===== src/rtl/add_multicycle.sv =====
// Multi-cycle signed adder. Each cycle adds one CHUNK_WIDTH slice, LSB slice first, and keeps the ripple carry in a register.
// The result is (ARG_WIDTH+1) bits wide and full precision, and an overflow flag comes with it.
module add_multicycle #(
    parameter int ARG_WIDTH   = 32,
    parameter int CHUNK_WIDTH = 8,
    parameter int RES_WIDTH   = ARG_WIDTH + 1
) (
    input  logic                 clk,
    input  logic                 rst,
    input  logic                 arg_vld,
    output logic                 arg_rdy,
    input  logic [ARG_WIDTH-1:0] a,
    input  logic [ARG_WIDTH-1:0] b,
    output logic                 res_vld,
    input  logic                 res_rdy,
    output logic [RES_WIDTH-1:0] res,
    output logic                 overflow
);

    localparam int N     = ARG_WIDTH / CHUNK_WIDTH;
    localparam int CNT_W = (N > 1) ? $clog2(N) : 1;
    localparam logic [CNT_W-1:0] LAST_CHUNK = CNT_W'(N - 1);

    typedef enum logic [1:0] {IDLE, CALC, DONE} state_t;

    state_t                 state, state_nxt;
    logic [ARG_WIDTH-1:0]   a_q, b_q;
    logic [ARG_WIDTH:0]     res_q;
    logic                   ovf_q;
    logic                   carry_q;
    logic [CNT_W-1:0]       cnt_q;
    logic [CHUNK_WIDTH-1:0] a_chunk, b_chunk;
    logic [CHUNK_WIDTH:0]   chunk_sum;
    logic                   top_msb;
    logic                   last_chunk;

    // Handshakes: a transfer happens on a rising edge where valid && ready. The producer holds
    // its valid/data until it sees ready. arg_rdy is high only in IDLE and res_vld only in DONE,
    // so the result handshake and the next operand handshake never fall in the same cycle.
    always_ff @(posedge clk or posedge rst) begin
        if (rst) state <= IDLE;
        else     state <= state_nxt;
    end

    always_comb begin
        state_nxt = state;
        arg_rdy   = 1'b0;
        res_vld   = 1'b0;
        case (state)
            IDLE: begin
                arg_rdy = 1'b1;
                if (arg_vld) state_nxt = CALC;
            end
            CALC: begin
                if (last_chunk) state_nxt = DONE;
            end
            DONE: begin
                res_vld = 1'b1;
                if (res_rdy) state_nxt = IDLE;
            end
            default: state_nxt = IDLE;
        endcase
    end

    assign last_chunk = (cnt_q == LAST_CHUNK);
    assign a_chunk    = a_q[int'(cnt_q) * CHUNK_WIDTH +: CHUNK_WIDTH];
    assign b_chunk    = b_q[int'(cnt_q) * CHUNK_WIDTH +: CHUNK_WIDTH];
    assign chunk_sum  = {1'b0, a_chunk} + {1'b0, b_chunk} + {{CHUNK_WIDTH{1'b0}}, carry_q};
    // The extra result bit is the sign extension of both operands plus the final carry.
    assign top_msb    = a_q[ARG_WIDTH-1] ^ b_q[ARG_WIDTH-1] ^ chunk_sum[CHUNK_WIDTH];

    always_ff @(posedge clk or posedge rst) begin
        if (rst) begin
            a_q     <= '0;
            b_q     <= '0;
            res_q   <= '0;
            ovf_q   <= 1'b0;
            carry_q <= 1'b0;
            cnt_q   <= '0;
        end else begin
            case (state)
                IDLE: begin
                    if (arg_vld) begin
                        a_q     <= a;
                        b_q     <= b;
                        carry_q <= 1'b0;
                        cnt_q   <= '0;
                    end
                end
                CALC: begin
                    res_q[int'(cnt_q) * CHUNK_WIDTH +: CHUNK_WIDTH] <= chunk_sum[CHUNK_WIDTH-1:0];
                    carry_q <= chunk_sum[CHUNK_WIDTH];
                    cnt_q   <= cnt_q + 1'b1;
                    if (last_chunk) begin
                        res_q[ARG_WIDTH] <= top_msb;
                        ovf_q            <= top_msb ^ chunk_sum[CHUNK_WIDTH-1];
                    end
                end
                default: ;
            endcase
        end
    end

    assign res      = res_q;
    assign overflow = ovf_q;

endmodule


===== config.mk =====
export PLATFORM = sky130hd
export DESIGN_NAME = add_multicycle
export DESIGN_NICKNAME = d
export VERILOG_FILES = /design/src/rtl/add_multicycle.sv
export SDC_FILE = /design/constraint.sdc
export NUM_CORES = 1
export LEC_CHECK = 0
export ABC_AREA = 1
export BUFFER_PORTS_ARGS = -buffer_cell sky130_fd_sc_hd__buf_4
export CORE_MARGIN = 2
export CORE_UTILIZATION = 25
export DETAILED_ROUTE_END_ITERATION = 6
export GPL_ROUTABILITY_DRIVEN = 0
export MAX_ROUTING_LAYER = met4
export PLACE_DENSITY = 0.46
export SLEW_MARGIN = 20
export SYNTH_ARGS = -nofsm -noshare
export SYNTH_HDL_FRONTEND = slang
export SYNTH_SLANG_ARGS = --single-unit

===== constraint.sdc =====
create_clock -name clk -period 8.9 [get_ports clk]
set_input_delay 1.335 -clock clk [delete_from_list [all_inputs] [get_ports clk]]
set_output_delay 1.335 -clock clk [all_outputs]
set_load 0.02 [all_outputs]

==> metrics.txt <==
area occupied by multi-input gates roughly 0.0022 mm²; worst hold path class reg2reg; worst slew pin tran between 1 and 1.5 ns; Logic pwr share 0.560; DR vias/cell roughly 4.4; RSZ-0062 raised after global routing false; Hold Crit Depth 2; NetSw 1.217 mW; Max VDD drop roughly 0.18 mV; core area a little under 0.02 mm²; clock latency on the worst-skew pair roughly 0.35 ns; Netlist cell types 29; syn_nets 572; post-synthesis register bit count between 100 and 150; Lkg Pwr 3.137 nW; internal reg-to-reg setup slack ~4.9 ns; top cells by count, synth 103 x dfrtp_1, 92 x nand2_1, 54 x o21ai_0; R2R Path End res[32]$_DFFE_PP0P_; GRT Util Overall 0.1317; total count of hold-check failures in the final report 0; sequential-to-total area share from yosys stat 0.5119; Synth Cell Area just over 0.005 mm²; initial antenna violation count 0; Int Pwr approximately 1.5 mW; Crit. Startpoint cnt_q[0]$_DFFE_PP0P_; area leader, netlist dfrtp_1; reg2reg start cnt_q[0]$_DFFE_PP0P_; number of global-route vias before repair ~4k; CTS max path bufs 2; final wirelength approximately 13000 µm; Post-synth EDFFs 0; Cells after Synth a little under 500; dpl hpwl a little under 10000 µm; cell area power density approximately 430 mW/mm²; Inserted Clock Buffers 9; Worst Path Required 9.15 ns; Layout Nets about 670; top cell type's share of synthesized area 0.5119; largest net degree at the start of global routing slightly below 70; Worst-path clk slew around 0.070 ns; post-layout min period 4.028 ns; Clock Skew approximately 0.011 ns; Overall Power 2.722 mW; Async SR Flop Fraction 1.000; remaining global-route overflow 0; hold_buf cts 0; syn_area_per_cell slightly above 10 µm²; highest clock rate around 250 MHz; die area 0.02129 mm²; Die X-Extent roughly 150 µm; first drt pass iteration count 4; outcome finished clean; Seq pwr share 0.302; Antenna Nets Post-Route 0; share of layout cells above drive strength 1 0.3294; Die H 145.9 µm; FF+latch area roughly 0.0026 mm²; number of DRC markers in iteration 0 142; CP max FO 47; Post-CTS Setup Bufs 0; Fin Hold WS slightly below 0.5 ns; max-slew violations 0; CP Class reg2reg; capture point of the worst path res[32]$_DFFE_PP0P_; most common cell in the netlist dfrtp_1; WL per Instance 15.32 µm; Initial Util 0.2570; Clock power frac 0.138; synthesis-to-finish area growth 25.75%; Slew HR 0.3064; Final Cycle Share 0.4526; port bufs about 100; Critical Path AT between 4 and 5 ns; synth warn 0; R2R cell count 16; Fillers 2039; switching share of total power 0.4471; Post-synth top flop dfrtp_1; top-level port count approximately 100; CP Capture Type flip-flop; PostCTS Resize Cnt 0; setup violators final 0; Rows 51; clock sink count just over 100; critical path startpoint category flip-flop; Remaining DRCs 0; total number of vias approximately 3.8k; synth top area cells dfrtp_1 51%, mux2_2 8.3%, mux2_4 8.1%, nand2_1 6.9%, o21ai_0 5.4%; number of max-cap violations 0; first-pass GRT wire length roughly 21000 µm; setup tns final 0 ns; ant diodes 0; TritonCTS clock tree done; CTS Root Buffer Type clkbuf_16; H-Tree Level Count 3
[power groups by stage]
stage          sequential (mW)  combinational [mW]  clock, mW
2_1_floorplan            0.828                1.10          0
3_3_place_gp             0.830                1.52          0
3_5_place_dp             0.834                1.54          0
4_1_cts                  0.826                1.55      0.388
5_1_grt                  0.854                1.72      0.407
6_report                 0.823                1.52      0.375
[per-layer routing]
metal	routed length, µm	share of wire	vias up	track usage
li1	-	-	1832	-
met5	0	0	-	-
met1	6365	0.49	1817	0.1737
met4	159	0.012	0	0.03824
met3	587	0.045	14	0.03260
met2	5973	0.46	97	0.2007
[critical path, stage by stage, from the launching register on]
cell,delay (ns)
dfrtp_1,0.33
buf_4,0.41
clkinv_1,0.93
o21ai_0,0.45
o22ai_1,0.15
fa_1,0.45
fa_1,0.42
nand2_1,0.08
nand2_1,0.09
nand3_1,0.13
nand2_1,0.10
nand2_1,0.08
nand2_1,0.06
nand2_1,0.06
nand2_1,0.05
nand2_1,0.05
nand2_1,0.04
[kinds of logic (layout without fill, tap and decap cells)]
| family | Yosys count | count (layout) | synth area share |
|---|---|---|---|
| AND/OR/NAND/NOR | 169 | 169 | 0.1424 |
| flip-flops | 103 | 103 | 0.5119 |
| AO/OA/AOI/OAI | 79 | 79 | 0.08599 |
| multiplexers | 64 | 64 | 0.1633 |
| buffers and inverters | 53 | 154 | 0.04672 |
| adder cells (fa/ha/maj) | 16 | 16 | 0.04274 |
| XOR/XNOR | 4 | 4 | 0.006960 |
[worst min-delay path by stage]
stage / start / endpoint / slack [ns]
final: res[15]$_DFFE_PP0P_ / res[15]$_DFFE_PP0P_ / 0.48
after CTS: res[15]$_DFFE_PP0P_ / res[15]$_DFFE_PP0P_ / 0.49
after floorplan: a_q[22]$_DFFE_PP0P_ / a_q[22]$_DFFE_PP0P_ / 0.47
after global placement: res[13]$_DFFE_PP0P_ / res[13]$_DFFE_PP0P_ / 0.47
after global routing: res[31]$_DFFE_PP0P_ / res[31]$_DFFE_PP0P_ / 0.51
after detailed placement: res[15]$_DFFE_PP0P_ / res[15]$_DFFE_PP0P_ / 0.47
[state kept, by name, summed over array words and instances, names as in the netlist]
name / flops
carry_q: 1
a_q: 32
b_q: 32
cnt_q: 2
overflow: 1
state: 2
res: 33
[area by class of cell]
class                      count  area share
tap                          265     0.05237
multi-input combinational    332      0.3522
clock buffer                  13     0.04111
timing repair buffer         105      0.1245
sequential                   103      0.4071
clock inverter                 3    0.002767
inverter                      33     0.01996
[layout by cell type (no fill, tap or decap)]
cell        instances
clkbuf_1            2
clkinv_1            1
mux2_2             37
fa_1                2
nand3_2             1
clkinv_2            2
o31ai_1             1
xnor2_1             2
nor2_1             42
xor2_1              2
or2_2               1
ha_1               14
a21oi_1             2
nand3_1            20
nand2_1            91
o22ai_1            16
nand3b_1            1
nor2_2              3
nand2_2             2
clkbuf_8            2
o21ai_1             2
nor3_4              1
dfrtp_1           103
buf_4             105
clkbuf_16           9
nand4_1             5
inv_4               1
mux2_4             27
clkinvlp_4          1
o21ai_0            54
nand2_4             1
a22o_1              4
inv_1              31
nor2_4              1
[through the flow]
stage,utilization,area [µm²],std cells,setup WS [ns]
finish,0.3232,6331,854,4.872
global route,0.3232,6331,854,4.456
CTS,0.3232,6331,854,4.884
detailed placement,0.3090,6053,838,4.893
global placement,0.3090,6053,838,4.994
floorplan,-,5035,488,4.861
Power figures use the tool's default switching activity.
